## config.mk

```make
export PLATFORM = sky130hd
export DESIGN_NAME = edge_run_length_flat
export DESIGN_NICKNAME = d
export VERILOG_FILES = /design/src/rtl/edge_run_length_if.sv /design/src/rtl/edge_run_length.sv /design/src/flat_wrapper.sv
export SDC_FILE = /design/constraint.sdc
export NUM_CORES = 1
export LEC_CHECK = 0
export BUFFER_PORTS_ARGS = -buffer_cell sky130_fd_sc_hd__buf_2
export CORE_ASPECT_RATIO = 2
export CORE_MARGIN = 4
export CORE_UTILIZATION = 40
export CTS_BUF_LIST = sky130_fd_sc_hd__clkbuf_4 sky130_fd_sc_hd__clkbuf_8 sky130_fd_sc_hd__clkbuf_16
export DETAILED_ROUTE_END_ITERATION = 8
export GPL_TIMING_DRIVEN = 0
export PLACE_DENSITY = 0.59
export SLEW_MARGIN = 0
export SYNTH_ARGS = -nofsm -noshare
export SYNTH_HDL_FRONTEND = slang
export SYNTH_HIERARCHICAL = 1
export SYNTH_SLANG_ARGS = --single-unit
```

## constraint.sdc

```tcl
create_clock -name i_clk -period 2.1 [get_ports i_clk]
set_input_delay 0.42 -clock i_clk [delete_from_list [all_inputs] [get_ports i_clk]]
set_output_delay 0.42 -clock i_clk [all_outputs]
set_load 0.02 [all_outputs]
```

## src/rtl/edge_run_length_if.sv

```systemverilog
// edge_run_length_if
//   Beat bus for edge_run_length: upstream pixel-pair beats with valid/ready,
//   downstream per-channel distance/edge beats with valid/ready.
//   slave  : block side (edge_run_length)
//   master : driver side (window buffer / cost aggregation / testbench)
//   Signals: i_valid/o_ready/i_sol/i_pix_a/i_pix_b/i_beta/i_mode (upstream),
//            o_valid/i_ready/o_dist/o_edge (downstream). Directions are named
//            from the block's point of view.
interface edge_run_length_if #(
  parameter int NCH = 2,
  parameter int DW  = 8,
  parameter int CW  = 8
);
  logic              i_valid;
  logic              o_ready;
  logic              i_sol;
  logic [NCH*DW-1:0] i_pix_a;
  logic [NCH*DW-1:0] i_pix_b;
  logic [DW-1:0]     i_beta;
  logic              i_mode;
  logic              o_valid;
  logic              i_ready;
  logic [NCH*CW-1:0] o_dist;
  logic [NCH-1:0]    o_edge;

  modport slave (
    input  i_valid, i_sol, i_pix_a, i_pix_b, i_beta, i_mode, i_ready,
    output o_ready, o_valid, o_dist, o_edge
  );

  modport master (
    output i_valid, i_sol, i_pix_a, i_pix_b, i_beta, i_mode, i_ready,
    input  o_ready, o_valid, o_dist, o_edge
  );
endinterface

```

## src/rtl/edge_run_length.sv

```systemverilog
// edge_run_length
//   Multi-channel distance-since-last-edge tracker. Each channel compares a
//   reference pixel against its neighbour with a runtime threshold; the output
//   is a saturating count of beats since that channel's last edge.
//   Two-stage valid/ready pipeline: S1 holds edge flags + sol, S2 is the
//   output register and also the per-channel counter state.
//   Ports:
//     i_clk  : clock, rising edge
//     i_rst  : asynchronous active-high reset
//     bus    : edge_run_length_if.slave (beat handshake, pixels, threshold,
//              mode, distance/edge outputs)

// Per-channel slice: edge detect at accept, distance update on S1->S2 move.
module erl_lane #(
  parameter int DW = 8,
  parameter int CW = 8
) (
  input  logic          i_clk,
  input  logic          i_rst,
  input  logic [DW-1:0] i_a,
  input  logic [DW-1:0] i_b,
  input  logic [DW-1:0] i_beta,
  input  logic          i_mode,
  input  logic          i_acc,
  input  logic          i_move,
  input  logic          i_sol1,
  output logic [CW-1:0] o_dist,
  output logic          o_edge
);
  logic [DW-1:0] w_diff;
  logic          w_edge;
  logic [CW-1:0] w_prev;
  logic [CW-1:0] w_next;
  logic          r_edge1;
  logic [CW-1:0] r_dist;
  logic          r_edge2;

  // magnitude difference, never wraps
  assign w_diff = (i_a >= i_b) ? (i_a - i_b) : (i_b - i_a);
  assign w_edge = i_mode ? ((i_a > i_b) && (w_diff > i_beta)) : (w_diff > i_beta);

  assign w_prev = i_sol1 ? '0 : r_dist;
  assign w_next = r_edge1 ? '0 : ((&w_prev) ? w_prev : w_prev + 1'b1);

  always_ff @(posedge i_clk or posedge i_rst) begin
    if (i_rst) begin
      r_edge1 <= 1'b0;
      r_dist  <= '0;
      r_edge2 <= 1'b0;
    end else begin
      if (i_acc)  r_edge1 <= w_edge;
      if (i_move) begin
        r_dist  <= w_next;
        r_edge2 <= r_edge1;
      end
    end
  end

  assign o_dist = r_dist;
  assign o_edge = r_edge2;
endmodule

module edge_run_length #(
  parameter int NCH = 2,
  parameter int DW  = 8,
  parameter int CW  = 8
) (
  input  logic             i_clk,
  input  logic             i_rst,
  edge_run_length_if.slave bus
);
  localparam int STAGES = 2;

  logic [STAGES:1]          r_vld_pipe;   // [1] = S1 full, [2] = S2 / o_valid
  logic                     r_sol1;
  logic                     w_s2_adv;
  logic                     w_move;
  logic                     w_acc;
  logic [NCH-1:0][DW-1:0]   w_a;
  logic [NCH-1:0][DW-1:0]   w_b;
  logic [NCH-1:0][CW-1:0]   w_dist;
  logic [NCH-1:0]           w_edge;

  assign w_s2_adv    = !r_vld_pipe[2] || bus.i_ready;
  assign w_move      = r_vld_pipe[1] && w_s2_adv;
  assign bus.o_ready = !r_vld_pipe[1] || w_s2_adv;
  assign w_acc       = bus.i_valid && bus.o_ready;

  always_ff @(posedge i_clk or posedge i_rst) begin
    if (i_rst) begin
      r_vld_pipe <= '0;
      r_sol1     <= 1'b0;
    end else begin
      // S1 refills in the same cycle it drains when a new beat is accepted
      if (w_acc)       r_vld_pipe[1] <= 1'b1;
      else if (w_move) r_vld_pipe[1] <= 1'b0;
      if (w_move)             r_vld_pipe[2] <= 1'b1;
      else if (bus.i_ready)   r_vld_pipe[2] <= 1'b0;
      if (w_acc) r_sol1 <= bus.i_sol;
    end
  end

  assign w_a = bus.i_pix_a;
  assign w_b = bus.i_pix_b;

  for (genvar c = 0; c < NCH; c++) begin : g_lane
    erl_lane #(.DW(DW), .CW(CW)) u_lane (
      .i_clk  (i_clk),
      .i_rst  (i_rst),
      .i_a    (w_a[c]),
      .i_b    (w_b[c]),
      .i_beta (bus.i_beta),
      .i_mode (bus.i_mode),
      .i_acc  (w_acc),
      .i_move (w_move),
      .i_sol1 (r_sol1),
      .o_dist (w_dist[c]),
      .o_edge (w_edge[c])
    );
  end

  assign bus.o_valid = r_vld_pipe[2];
  assign bus.o_dist  = w_dist;
  assign bus.o_edge  = w_edge;
endmodule

```

## src/flat_wrapper.sv

```systemverilog
// flat-port wrapper written by rule: the top's interface ports become plain ports
module edge_run_length_flat 
#(
  parameter int NCH = 2,
  parameter int DW  = 8,
  parameter int CW  = 8
)
  (i_clk, i_rst, bus_i_valid, bus_i_sol, bus_i_pix_a, bus_i_pix_b, bus_i_beta, bus_i_mode, bus_i_ready, bus_o_ready, bus_o_valid, bus_o_dist, bus_o_edge);
  edge_run_length_if #(.NCH(NCH), .DW(DW), .CW(CW)) bus_i ();
  input  logic i_clk;
  input  logic i_rst;
  input wire logic [$bits(bus_i.i_valid)-1:0] bus_i_valid;
  input wire logic [$bits(bus_i.i_sol)-1:0] bus_i_sol;
  input wire logic [$bits(bus_i.i_pix_a)-1:0] bus_i_pix_a;
  input wire logic [$bits(bus_i.i_pix_b)-1:0] bus_i_pix_b;
  input wire logic [$bits(bus_i.i_beta)-1:0] bus_i_beta;
  input wire logic [$bits(bus_i.i_mode)-1:0] bus_i_mode;
  input wire logic [$bits(bus_i.i_ready)-1:0] bus_i_ready;
  output wire logic [$bits(bus_i.o_ready)-1:0] bus_o_ready;
  output wire logic [$bits(bus_i.o_valid)-1:0] bus_o_valid;
  output wire logic [$bits(bus_i.o_dist)-1:0] bus_o_dist;
  output wire logic [$bits(bus_i.o_edge)-1:0] bus_o_edge;
  assign bus_i.i_valid = bus_i_valid;
  assign bus_i.i_sol = bus_i_sol;
  assign bus_i.i_pix_a = bus_i_pix_a;
  assign bus_i.i_pix_b = bus_i_pix_b;
  assign bus_i.i_beta = bus_i_beta;
  assign bus_i.i_mode = bus_i_mode;
  assign bus_i.i_ready = bus_i_ready;
  assign bus_o_ready = bus_i.o_ready;
  assign bus_o_valid = bus_i.o_valid;
  assign bus_o_dist = bus_i.o_dist;
  assign bus_o_edge = bus_i.o_edge;
  edge_run_length #(.NCH(NCH), .DW(DW), .CW(CW)) u_core (.i_clk(i_clk), .i_rst(i_rst), .bus(bus_i));
endmodule
```

==> flow_metrics.tcl <==
set metrics [dict create \
    status "finished with violations" \
    violations "setup timing" \
    grt_pass1_wl_um 13100 \
    synth_cells 379 \
    r2r_start "u_core/r_sol1" \
    final_cells 559 \
    synth-edff-count 0 \
    slew_headroom_pct 68.2 \
    clock-sinks 23 \
    rsz0062_at_grt "yes" \
    drt-total-wl_um 7790 \
    cts_inserted_buffers 3 \
    htreeDepth 1 \
    cts_buffer_depth 2 \
    final_max_slew_viol_count 0 \
    yosys_warnings 6 \
    period_needed_ps 3240 \
    syn_area_um2 3150 \
    final_area_um2 4030 \
    min_path_type "in -> async" \
    worstMarginPinSlew_ps 477 \
    root_buffer "clkbuf_16" \
    routabilityCongestion 0.874 \
    clock_latency_ps 260 \
    drtIter0Drc 101 \
    place_ws_ps -1600 \
    synth_ff_type "dfrtp_1" \
    die_y_um 133 \
    pin_count 66 \
    clk_pin_slew_ps 60 \
    switching_share_pct 40.6 \
    ys_types 66 \
    power.internal_mw 1.42 \
    synthTopCellsByCount "60 x inv_1, 48 x ha_1, 28 x a21oi_1" \
    holdWs_ps 34.7 \
    dr.pass1.iters 4 \
    ys_ff_latch 23 \
    seq_power_share_pct 26.8 \
    power_frac_comb_pct 54.9 \
    synth.avg_cell_area_um2 8.30 \
    finalHoldViolations 0 \
    drc 0 \
    start_kind "input pin" \
    hpwl_um 6440 \
    grt_max_degree 13 \
    p_clk_share_pct 18.3 \
    synth_top_cell_by_area "ha_1" \
    grt_pass1_vias 3145 \
    antenna_cells 0 \
    die_area_um2 9430 \
    final_layout_size_suffix_gt1_share_pct 32.3 \
    wl_per_cell_um 13.9 \
    antenna_left 0 \
    drv_cap 0 \
    syn2layout_area_growth_pct 28.2 \
    fin_nets 564 \
    final-setup-viol-count 2 \
    vias 3053 \
    critical_path_class "in -> reg" \
    final_core_util_pct 52.7 \
    power_leakage_nw 2.00 \
    port_buffers 65 \
    globalRouteOverflowTotal 0 \
    r2r_cells 8 \
    p_switching_mw 0.969 \
    die_x_um 70.7 \
    ir_drop_mv 0.257 \
    row_count 45 \
    dp_cells 538 \
    antenna_found_initial 0 \
    seq_area_frac_synth_pct 18.3 \
    crit_start "bus_i_pix_a[0]" \
    cellPowerDensity_nw_per_um2 591 \
    worstSetupEndpointType "flop" \
    clock_skew_ps 1.25 \
    synthesis.nets 477 \
    async_reset_ff_share_pct 100 \
    via_per_inst 5.46 \
    synth_top_area_share_pct 19.1 \
    cp_max_fo 6 \
    cts_tree "built" \
    period_share_pct 154 \
    cp.required_ps 2240 \
    yosysMostFrequentCell "inv_1" \
    grtUsageTotal_pct 16.3 \
    synth_area_leaders "ha_1 19%, dfrtp_1 18%, inv_1 7.2%, a21oi_1 4.5%, o21ai_0 3.7%" \
    place_area_um2 3670 \
    clock.fmax_mhz 308 \
    worst_slack_ps -1140 \
    cp.arrival_ps 3390 \
    start_util_pct 41.1 \
    coreArea_um2 7660 \
]
worst max-delay path, stage by stage:
cell and delay, ps:
buf_12 110, inv_12 40, ha_4 120, inv_2 30, fa_2 360, nand3_2 100, a31oi_4 110, nor2_4 250
mux2_4 340, a32oi_2 210, a31o_1 180, xnor2_1 140, ha_1 270, a21o_1 170, a21o_1 150, a21oi_1 130
o21ai_1 70, o2111ai_1 80, o21ai_1 90
power groups by stage:
stage	sequential, mW	clock, mW	combinational (mW)
finish	0.639	0.437	1.31
global route	0.653	0.463	1.46
CTS	0.638	0.452	1.25
detailed placement	0.645	0	1.19
global placement	0.642	0	1.17
floorplan	0.709	0	0.787
final cells by class:
class / count / area, µm²
multi-input combinational: 289 / 2460
sequential: 23 / 576
timing repair buffer: 82 / 487
inverter: 60 / 250
buffer: 7 / 61.3
fill: 767 / 3620
tap: 94 / 118
clock buffer: 4 / 82.6
through the flow:
| stage | total power [mW] | TNS (ps) |
|---|---|---|
| finish | 2.39 | -1950 |
| global route | 2.58 | -2210 |
| CTS | 2.34 | -1900 |
| detailed placement | 1.84 | -3530 |
| global placement | 1.81 | -3400 |
| floorplan | 1.50 | -2040 |
layer usage:
layer  GRT usage, %  part of all wire, %
met3           1.06                  3.0
met2           32.7                   57
met4           7.85                  2.6
met5              0                    0
met1           16.1                   38
layout by cell type (no fill, tap or decap), types with 6 or more instances in the layout:
cell,synthesis,final
dfrtp_1,23,23
nand2_1,20,20
inv_1,60,55
a21oi_2,1,6
a31oi_1,9,9
xnor2_1,8,8
mux2_2,7,7
o21ai_0,23,20
nand3_1,11,9
ha_1,48,39
a21oi_1,28,22
mux2i_1,8,7
nand2b_1,8,8
nor2b_1,11,10
a21o_1,7,7
nor2_1,15,14
buf_4,0,16
buf_2,0,65
nand4_1,9,9
ha_4,0,6
path summary, 6_finish.rpt:
kind | to | slack, ps
min reg2reg | u_core/g_lane[0].u_lane/o_edge | 500
max reg2reg | u_core/g_lane[1].u_lane/o_dist[6] | 110
max | u_core/g_lane[0].u_lane/r_edge1 | -1140
max in group asynchronous | u_core/g_lane[1].u_lane/o_dist[0] | 1640
min | u_core/r_vld_pipe[2] | 30
min in group i_clk | u_core/r_vld_pipe[1] | 380
cells by family after synthesis:
| family | after synthesis | share of synthesized area (%) |
|---|---|---|
| AOI/OAI and AO/OA | 110 | 24.4 |
| and+or+nand+nor | 98 | 17.3 |
| adders and majority gates | 52 | 21.6 |
| xor gates and xnor gates | 12 | 3.34 |
| buffers and inverters | 67 | 9.03 |
| muxes | 17 | 6.01 |
| DFF | 23 | 18.3 |
state kept, by name, summed over array words and instances (netlist names):
| register | flops |
|---|---|
| u_core/r_sol1 | 1 |
| u_core/g_lane.u_lane/o_dist | 16 |
| u_core/g_lane.u_lane/o_edge | 2 |
| u_core/r_vld_pipe | 2 |
| u_core/g_lane.u_lane/r_edge1 | 2 |
repair_timing:
| action | in CTS | in global routing |
|---|---|---|
| hold buffers | 0 | 0 |
| setup buffers | 11 | 6 |
| gates cloned | 0 | 0 |
| gates resized for setup | 20 | 16 |
| endpoints found under the setup margin | 11 | 15 |
| pin swaps | 22 | 9 |
Power figures use the tool's default switching activity.
